[src/rtl/iir_fb_if.sv]
// ============================================================================
// Interface : iir_fb_if
// Brief     : Sample, result and coefficient-bank signals of the IIR feedback
//             stage. master = upstream / controller, slave = iir_fb.
// Revision  : 1.0 - initial release
// ============================================================================
`default_nettype none

interface iir_fb_if #(
  parameter int PRECISION = 16,
  parameter int COEF_W    = 16,
  parameter int ORDER     = 2
) ();
  localparam int c_ADDR_W = $clog2(ORDER + 1);

  logic signed [PRECISION-1:0] w;
  logic                        w_valid;
  logic                        w_ready;
  logic signed [PRECISION-1:0] y;
  logic                        y_valid;
  logic                        coef_we;
  logic [c_ADDR_W-1:0]         coef_addr;
  logic signed [COEF_W-1:0]    coef_data;
  logic                        hist_clr;

  modport master (
    output w, w_valid, coef_we, coef_addr, coef_data, hist_clr,
    input  w_ready, y, y_valid
  );

  modport slave (
    input  w, w_valid, coef_we, coef_addr, coef_data, hist_clr,
    output w_ready, y, y_valid
  );
endinterface

`default_nettype wire

[src/rtl/iir_fb.sv]
// ============================================================================
// Module    : iir_fb
// Brief     : Recursive stage of the IIR filter, y[n] = w[n] - sum a_k*y[n-k],
//             one time-shared MAC over ORDER cycles per sample, loadable
//             coefficient bank, result saturated to PRECISION bits.
// Options   : define IIR_FB_ROUND_EN for round-half-up before the final
//             shift; otherwise the shift truncates toward minus infinity.
// Revision  : 1.0 - initial release
// ============================================================================
`default_nettype none

module iir_fb #(
  parameter int PRECISION = 16,
  parameter int COEF_W    = 16,
  parameter int COEF_FRAC = 14,
  parameter int ORDER     = 2
) (
  input  wire logic clk,
  input  wire logic rst,
  iir_fb_if.slave   bus
);
  localparam int c_ADDR_W = $clog2(ORDER + 1);
  localparam int c_PROD_W = PRECISION + COEF_W;
  // One guard bit beyond the growth of ORDER products keeps acc from wrapping
  localparam int c_ACC_W  = PRECISION + COEF_W + $clog2(ORDER) + 1;
  localparam logic [c_ADDR_W-1:0] c_K_LAST = c_ADDR_W'(ORDER);
  localparam logic signed [c_ACC_W-1:0] c_SAT_MAX =
    {{(c_ACC_W-PRECISION+1){1'b0}}, {(PRECISION-1){1'b1}}};
  localparam logic signed [c_ACC_W-1:0] c_SAT_MIN =
    {{(c_ACC_W-PRECISION+1){1'b1}}, {(PRECISION-1){1'b0}}};
`ifdef IIR_FB_ROUND_EN
  localparam logic signed [c_ACC_W-1:0] c_RND_HALF = c_ACC_W'(1) << (COEF_FRAC - 1);
`endif

  typedef enum logic [1:0] {
    S_IDLE = 2'd0,
    S_MAC  = 2'd1,
    S_OUT  = 2'd2
  } state_t;

  state_t                      r_state;
  logic signed [c_ACC_W-1:0]   r_acc;
  logic [c_ADDR_W-1:0]         r_k;
  logic signed [COEF_W-1:0]    r_coef [1:ORDER];
  logic signed [PRECISION-1:0] r_hist [1:ORDER];
  logic signed [PRECISION-1:0] r_y;
  logic                        r_y_valid;
  logic                        r_w_ready;

  logic signed [c_PROD_W-1:0]  w_prod;
  logic signed [c_ACC_W-1:0]   w_acc_next;
  logic signed [c_ACC_W-1:0]   w_rnd;
  logic signed [c_ACC_W-1:0]   w_shift;
  logic signed [PRECISION-1:0] w_sat;
  logic                        w_addr_ok;

  assign w_prod     = c_PROD_W'(r_hist[r_k]) * c_PROD_W'(r_coef[r_k]);
  assign w_acc_next = r_acc - c_ACC_W'(w_prod);
`ifdef IIR_FB_ROUND_EN
  assign w_rnd      = w_acc_next + c_RND_HALF;
`else
  assign w_rnd      = w_acc_next;
`endif
  assign w_shift    = w_rnd >>> COEF_FRAC;
  assign w_addr_ok  = (bus.coef_addr != '0) && (bus.coef_addr <= c_K_LAST);

  // Clamp the scaled accumulator into the signed sample range
  always_comb begin
    w_sat = w_shift[PRECISION-1:0];
    if (w_shift > c_SAT_MAX) begin
      w_sat = c_SAT_MAX[PRECISION-1:0];
    end else if (w_shift < c_SAT_MIN) begin
      w_sat = c_SAT_MIN[PRECISION-1:0];
    end
  end

  // Coefficient bank; writes land at the edge, so a MAC reading the same
  // entry in that cycle still sees the old value
  always_ff @(posedge clk) begin
    if (rst) begin
      for (int i = 1; i <= ORDER; i++) r_coef[i] <= '0;
    end else if (bus.coef_we && w_addr_ok) begin
      r_coef[bus.coef_addr] <= bus.coef_data;
    end
  end

  // Sample FSM: accept w, run ORDER MAC steps, publish y during OUT.
  // The result is registered on the last MAC edge so y_valid is high in OUT.
  always_ff @(posedge clk) begin
    if (rst) begin
      r_state   <= S_IDLE;
      r_acc     <= '0;
      r_k       <= c_ADDR_W'(1);
      r_y       <= '0;
      r_y_valid <= 1'b0;
      r_w_ready <= 1'b1;
      for (int i = 1; i <= ORDER; i++) r_hist[i] <= '0;
    end else if (bus.hist_clr) begin
      r_state   <= S_IDLE;
      r_k       <= c_ADDR_W'(1);
      r_y_valid <= 1'b0;
      r_w_ready <= 1'b1;
      for (int i = 1; i <= ORDER; i++) r_hist[i] <= '0;
    end else begin
      r_y_valid <= 1'b0;
      case (r_state)
        S_IDLE: begin
          if (bus.w_valid) begin
            r_acc     <= c_ACC_W'(bus.w) <<< COEF_FRAC;
            r_k       <= c_ADDR_W'(1);
            r_w_ready <= 1'b0;
            r_state   <= S_MAC;
          end
        end
        S_MAC: begin
          r_acc <= w_acc_next;
          if (r_k == c_K_LAST) begin
            r_y       <= w_sat;
            r_y_valid <= 1'b1;
            for (int i = ORDER; i >= 2; i--) r_hist[i] <= r_hist[i-1];
            r_hist[1] <= w_sat;
            r_state   <= S_OUT;
          end else begin
            r_k <= r_k + c_ADDR_W'(1);
          end
        end
        S_OUT: begin
          r_k       <= c_ADDR_W'(1);
          r_w_ready <= 1'b1;
          r_state   <= S_IDLE;
        end
        default: begin
          r_w_ready <= 1'b1;
          r_state   <= S_IDLE;
        end
      endcase
    end
  end

  assign bus.y       = r_y;
  assign bus.y_valid = r_y_valid;
  assign bus.w_ready = r_w_ready;
endmodule

`default_nettype wire
[src/flat_wrapper.sv]
// flat-port wrapper written by rule: the top's interface ports become plain ports
module iir_fb_flat 
#(
  parameter int PRECISION = 16,
  parameter int COEF_W    = 16,
  parameter int COEF_FRAC = 14,
  parameter int ORDER     = 2
)
  (clk, rst, bus_w, bus_w_valid, bus_coef_we, bus_coef_addr, bus_coef_data, bus_hist_clr, bus_w_ready, bus_y, bus_y_valid);
  iir_fb_if #(.PRECISION(PRECISION), .COEF_W(COEF_W), .ORDER(ORDER)) bus_i ();
  input  wire logic clk;
  input  wire logic rst;
  input wire logic [$bits(bus_i.w)-1:0] bus_w;
  input wire logic [$bits(bus_i.w_valid)-1:0] bus_w_valid;
  input wire logic [$bits(bus_i.coef_we)-1:0] bus_coef_we;
  input wire logic [$bits(bus_i.coef_addr)-1:0] bus_coef_addr;
  input wire logic [$bits(bus_i.coef_data)-1:0] bus_coef_data;
  input wire logic [$bits(bus_i.hist_clr)-1:0] bus_hist_clr;
  output wire logic [$bits(bus_i.w_ready)-1:0] bus_w_ready;
  output wire logic [$bits(bus_i.y)-1:0] bus_y;
  output wire logic [$bits(bus_i.y_valid)-1:0] bus_y_valid;
  assign bus_i.w = bus_w;
  assign bus_i.w_valid = bus_w_valid;
  assign bus_i.coef_we = bus_coef_we;
  assign bus_i.coef_addr = bus_coef_addr;
  assign bus_i.coef_data = bus_coef_data;
  assign bus_i.hist_clr = bus_hist_clr;
  assign bus_w_ready = bus_i.w_ready;
  assign bus_y = bus_i.y;
  assign bus_y_valid = bus_i.y_valid;
  iir_fb #(.PRECISION(PRECISION), .COEF_W(COEF_W), .COEF_FRAC(COEF_FRAC), .ORDER(ORDER)) u_core (.clk(clk), .rst(rst), .bus(bus_i));
endmodule
[config.mk]
export PLATFORM = sky130hd
export DESIGN_NAME = iir_fb_flat
export DESIGN_NICKNAME = d
export VERILOG_FILES = /design/src/rtl/iir_fb_if.sv /design/src/rtl/iir_fb.sv /design/src/flat_wrapper.sv
export SDC_FILE = /design/constraint.sdc
export NUM_CORES = 1
export LEC_CHECK = 0
export ABC_AREA = 1
export CAP_MARGIN = 20
export CELL_PAD_IN_SITES_DETAIL_PLACEMENT = 1
export CELL_PAD_IN_SITES_GLOBAL_PLACEMENT = 2
export CORE_UTILIZATION = 44
export DETAILED_ROUTE_END_ITERATION = 16
export DONT_BUFFER_PORTS = 1
export GPL_TIMING_DRIVEN = 0
export PLACE_DENSITY = 0.92
export SETUP_SLACK_MARGIN = 0.5
export SYNTH_ARGS = -nofsm -noshare
export SYNTH_HDL_FRONTEND = slang
export SYNTH_SLANG_ARGS = --single-unit
[constraint.sdc]
create_clock -name clk -period 13.3 [get_ports clk]
set_input_delay 2.66 -clock clk [delete_from_list [all_inputs] [get_ports clk]]
set_output_delay 2.66 -clock clk [all_outputs]
set_load 0.02 [all_outputs]
==> reports/qor.yml, run 1 <==
start_util_pct: 44.6
synth-seq-area-share_pct: 17.3
synth_fp_nets: 2472
postRouteAntennaNets: 0
start_kind: "register"
ctsResizeCount: 0
synth_area_per_cell_sq_um: 8.28
grt_pass1_vias: 15000
syn_inst: 2024
setup_violations: 0
rr_worst_depth: 31
grt_pass1_wl_mm: 83.8
dieArea_sq_um: 38900
finalCriticalPeriod_ns: 8.61
drive_gt1_share_pct: 5.16
gr-usage-all-layers_pct: 29.0
cp_top_family: "adder cells"
grt_max_degree: 18
rrSetupSlack_ns: 4.69
worstSetupEndpointType: "register"
synth.distinct_cells: 40
clkTransAtPathRegs_ns: 0.07
drc: 0
place.port_buffers: 0
syn_to_final_growth_pct: 8.35
cts_inserted_buffers: 17
worst-path-buf-inv: 9
synthesis.area_sq_um: 16800
slowest_stage: "o21ai_1"
hp-class: "reg -> reg"
timing.fmax_mhz: 116
status: "finished clean"
min_to: "u_core.r_acc[22]$_SDFFE_PP0P_"
rows: 71
critPathArrivalTime_ns: 8.80
postCtsSetupBuffers: 0
cts_hold_buf: 0
die_w_um: 197
hold_depth: 2
finalSetupTns_ns: 0
async_flop_share_pct: 0
rsz0062_at_grt: "no"
setup_ws_ns: 4.69
antenna_found_initial: 0
fin_crit_sh_pct: 64.7
hold_violations: 0
pre_cts_ws_ns: 4.77
diodes: 0
cp_max_fo: 10
max-cap-violations: 0
drt_iter0_drc: 784
wl_mm: 53.3
dp_hpwl_mm: 45.0
fin_skew_ns: 0.0174
io_pins: 57
cts_tree: "yes"
synth_seq_cells: 121
nets: 2508
vias_per_cell: 5.17
synth-warning-count: 0
cp_slowest_stage_delay_ns: 0.98
max_slew.worst_pin.slew_ns: 1.23
firstDrtPassIters: 5
wl_per_cell_um: 20.6
worstHoldStart: "u_core.r_acc[22]$_SDFFE_PP0P_"
synth_ff_type: "dfxtp_1"
cts_max_level: 4
vias: 13400
worstReg2RegEnd: "u_core.r_hist[1][14]$_SDFFCE_PN0P_"
cts_root_buffer: "clkbuf_16"
synth_edf_count: 48
cts.sinks: 121
die_h_um: 197
worstPathRequired_ns: 13.49
place_congestion: 0.906
slew_headroom_pct: 17.3
critical_path_class: "reg -> reg"
grt-ovfl-total: 0
clk_path_buf_depth: 2
crit_top_cell: "nand2_1"
insertion_delay_ns: 0.45
core_area_sq_um: 37600
maxSlewViolCount: 0
## layout by cell type, fill, tap and decap left out, types with 9 or more instances in the layout
master and instances:
edfxtp_1 48, a21oi_1 75, nand2_1 343, o21ai_0 60
ha_1 97, a21boi_0 9, xnor2_1 14, xor2_1 15
nand3_1 41, inv_1 521, nand2_2 17, dfxtp_1 73
o21ai_1 21, nor2_1 227, clkbuf_16 18, clkbuf_1 43
or2_2 22, fa_1 312, clkinv_1 12, a31oi_1 22
## metrics by stage
| stage | hold WS (ns) | cell area (sq um) | util, % | instances |
|---|---|---|---|---|
| 2_1_floorplan | 0.464 | 16800 | - | 2024 |
| 3_3_place_gp | 0.479 | 17400 | 46.3 | 2535 |
| 3_5_place_dp | 0.485 | 17500 | 46.6 | 2545 |
| 4_1_cts | 0.495 | 18100 | 48.1 | 2577 |
| 5_1_grt | 0.521 | 18200 | 48.3 | 2584 |
| 6_report | 0.495 | 18200 | 48.3 | 2584 |
## cell families (layout without fill, tap and decap cells)
family / after synthesis / after routing / synth area share [%]
adders and majority gates: 409 / 409 / 44.5
and+or+nand+nor: 672 / 672 / 16.4
buffers and inverters: 582 / 631 / 13.2
AOI/OAI and AO/OA: 208 / 208 / 6.90
muxes: 3 / 3 / 0.179
xor gates and xnor gates: 29 / 29 / 1.52
DFF: 121 / 121 / 17.3
## routing by layer
metal	track usage, %	part of all wire, %	vias to the layer above
met5	0	0	-
met4	9.65	2.7	0
met3	4.64	5.0	71
met2	49.4	49	364
met1	37.6	43	6873
li1	-	-	6049
## synthesized netlist by cell type, types with 17 or more instances
master	number	share of area (%)
a21oi_1	75	2.2
a31oi_1	22	0.82
clkbuf_1	43	0.96
dfxtp_1	73	8.7
edfxtp_1	48	8.6
fa_1	312	37
ha_1	97	7.2
inv_1	521	12
nand2_1	343	7.7
nand2_2	17	0.63
nand3_1	41	1.2
nor2_1	229	5.1
o21ai_0	61	1.8
o21ai_1	21	0.63
or2_2	22	0.82
## how the worst max path moves through the flow
stage | slack (ns) | start | cells after the start | to
2_1_floorplan | 6.27 | register | 29 | u_core.r_hist[1][5]$_SDFFCE_PN0P_
6_report | 4.69 | register | 31 | u_core.r_hist[1][14]$_SDFFCE_PN0P_
3_5_place_dp | 4.77 | register | 30 | u_core.r_hist[1][14]$_SDFFCE_PN0P_
4_1_cts | 4.66 | register | 31 | u_core.r_hist[1][14]$_SDFFCE_PN0P_
5_1_grt | 4.17 | register | 30 | u_core.r_hist[1][7]$_SDFFCE_PN0P_
3_3_place_gp | 4.79 | register | 27 | u_core.r_hist[1][14]$_SDFFCE_PN0P_
## state kept, by name (all words and copies together), names as in the netlist, named ones only
register and flops:
u_core.bus.w_ready 1, u_core.bus.y 16, u_core.bus.y_valid 1, u_core.r_acc 34
u_core.r_coef 32, u_core.r_hist 32, u_core.r_k 2, u_core.r_state 2
## worst min-delay path, stage by stage (launching register included)
cell	delay, ns
dfxtp_1	0.31
nand2_1	0.06
a31oi_1	0.07
## area by class of cell
class / instances / area [sq um]
fill: 4535 / 19400
multi-input combinational: 1321 / 11700
sequential: 121 / 2900
inverter: 535 / 2010
tap: 511 / 639
clock buffer: 18 / 450
buffer: 47 / 200
timing repair buffer: 17 / 178
clock inverter: 14 / 123
Power of run 1 is left out: the tool's default activity adds up to more than one toggle a clock period on the data nets, which glitch-free logic cannot reach.
==> inputs of run 2 (changes only) <==
--- a/config.mk
+++ b/config.mk
@@ -9,11 +9,11 @@
 export CAP_MARGIN = 20
 export CELL_PAD_IN_SITES_DETAIL_PLACEMENT = 1
 export CELL_PAD_IN_SITES_GLOBAL_PLACEMENT = 2
-export CORE_UTILIZATION = 44
+export CORE_UTILIZATION = 37
 export DETAILED_ROUTE_END_ITERATION = 16
 export DONT_BUFFER_PORTS = 1
 export GPL_TIMING_DRIVEN = 0
-export PLACE_DENSITY = 0.92
+export PLACE_DENSITY = 0.83
 export SETUP_SLACK_MARGIN = 0.5
 export SYNTH_ARGS = -nofsm -noshare
 export SYNTH_HDL_FRONTEND = slang
==> constraint.sdc (replaced) <==
create_clock -name clk -period 7 [get_ports clk]
set_input_delay 1.4 -clock clk [delete_from_list [all_inputs] [get_ports clk]]
set_output_delay 1.4 -clock clk [all_outputs]
set_load 0.02 [all_outputs]
==> run 2 against run 1 <==
Effect of this change:
- via count is 2.3% higher
- non-clock buffer count is 79 higher
- highest routed layer unchanged
- first-iteration DRC count is 21% lower
- largest cell class unchanged
- die area is 19% higher
- critical path depth stayed put
==> reports/qor.yml, run 2 (same netlist as run 1, synthesis figures left out) <==
status: "finished clean"
largestRegisters: "u_core.r_acc: 34 flops, u_core.r_coef: 32 flops, u_core.r_hist: 32 flops"
hp-class: "reg -> reg"
core_area_sq_um: 44400
drc: 0
antenna_found_initial: 0
slowest_stage: "fa_2"
crit_top_cell: "nand2_1"
critPathArrivalTime_ns: 7.16
max-cap-violations: 0
place_congestion: 0.902
drt_iter0_drc: 622
place.port_buffers: 0
setup_ws_ns: 0.0331
cts_max_level: 4
start_kind: "register"
syn_to_final_growth_pct: 21.7
slew_headroom_pct: 35.0
die_w_um: 215
wl_per_cell_um: 20.4
vias: 13700
drive_gt1_share_pct: 19.9
grt-ovfl-total: 0
final_cell_mix: "490 x inv_1, 302 x fa_1, 298 x nand2_1, 202 x nor2_1, 76 x ha_1"
final_common_cell: "inv_1"
max_slew.worst_pin.slew_ns: 0.975
insertion_delay_ns: 0.44
nets: 2587
rows: 77
cts_root_buffer: "clkbuf_16"
cp_slowest_stage_delay_ns: 0.64
cts.sinks: 121
cts_tree: "yes"
clkTransAtPathRegs_ns: 0.07
grt_max_degree: 21
io_pins: 57
fin_crit_sh_pct: 99.5
dieArea_sq_um: 46100
cts_inserted_buffers: 17
setup_violations: 0
hold_violations: 0
cts_hold_buf: 0
gr-usage-all-layers_pct: 25.1
grt_pass1_vias: 15400
dp_cells: 2625
fin_cells: 2744
worstPathRequired_ns: 7.19
timing.fmax_mhz: 144
firstDrtPassIters: 7
finalCriticalPeriod_ns: 6.97
rsz0062_at_grt: "yes"
postRouteAntennaNets: 0
start_util_pct: 37.7
fin_skew_ns: 0.0106
wl_mm: 55.9
worstSetupEndpointType: "register"
critical_path_class: "reg -> reg"
regMostFlops: "u_core.r_acc"
dp_hpwl_mm: 45.5
cp_max_fo: 6
vias_per_cell: 4.98
grt_pass1_wl_mm: 88.3
maxSlewViolCount: 0
diodes: 0
clk_path_buf_depth: 2
pre_cts_ws_ns: -1.58
die_h_um: 215
largest_reg_flops: 34
run 2: cell count changes in the layout (fill, tap and decap cells not counted), moves of 23 or more:
| cell | previous run | this run |
|---|---|---|
| nor2_1 | 227 | 202 |
| buf_4 | 6 | 72 |
| inv_2 | 3 | 26 |
| nand2_1 | 343 | 298 |
| o21ai_0 | 60 | 37 |
| inv_1 | 521 | 490 |
| nand2_2 | 17 | 55 |
run 2: repair_timing:
| item | CTS | global route |
|---|---|---|
| resized for setup | 211 | 192 |
| hold endpoints to repair | 0 | 0 |
| setup endpoints to repair | 58 | 52 |
| cloned | 4 | 3 |
| pin swaps | 43 | 48 |
| buffers inserted | 53 | 27 |
run 2: final cells by class:
type                            count  area [sq um]
Clock buffer                       17           425
Buffer                             47           392
Fill cell                        5167         24000
Timing Repair Buffer               96           940
Tap cell                          592           741
Clock inverter                     15           156
Inverter                          535          2060
Multi-Input combinational cell   1321         12800
Sequential cell                   121          2910
run 2: path summary, 6_finish.rpt:
path | from | end | cells after the start | slack, ns
worst min-delay path | u_core.r_acc[16]$_SDFFE_PP0P_ | u_core.r_acc[16]$_SDFFE_PP0P_ | 2 | 0.49
worst max-delay path | register | u_core.r_hist[1][12]$_SDFFCE_PN0P_ | 31 | 0.03
worst min register to register | u_core.r_acc[16]$_SDFFE_PP0P_ | u_core.r_acc[16]$_SDFFE_PP0P_ | 2 | 0.49
worst max register to register | register | u_core.r_hist[1][12]$_SDFFCE_PN0P_ | 31 | 0.03
run 2: layer usage:
metal | up-vias | GRT usage, % | part of all wire (%)
li1 | 6212 | - | -
met1 | 7061 | 33.6 | 44
met2 | 306 | 41.9 | 49
met3 | 88 | 3.34 | 4.0
met4 | 0 | 7.81 | 3.0
met5 | - | 0 | 0
run 2: through the flow:
stage	utilization [%]	hold WS (ns)	cell area, sq um	setup TNS [ns]
floorplan	-	0.464	16800	0
global placement	39.4	0.475	17500	-61.21
detailed placement	39.6	0.482	17600	-64.11
CTS	44.0	0.495	19500	0
global route	45.9	0.521	20400	-3.17
finish	45.9	0.493	20400	0
run 2: critical path, delay by kind of cell, from the launching register on:
family	cells	cell delay, ns
adder cells (fa/ha/maj)	7	3.50
AND/OR/NAND/NOR	12	1.39
buffers and inverters	11	0.93
flip-flops	1	0.44
multiplexers	1	0.42
Power of run 2 is left out for the same reason.
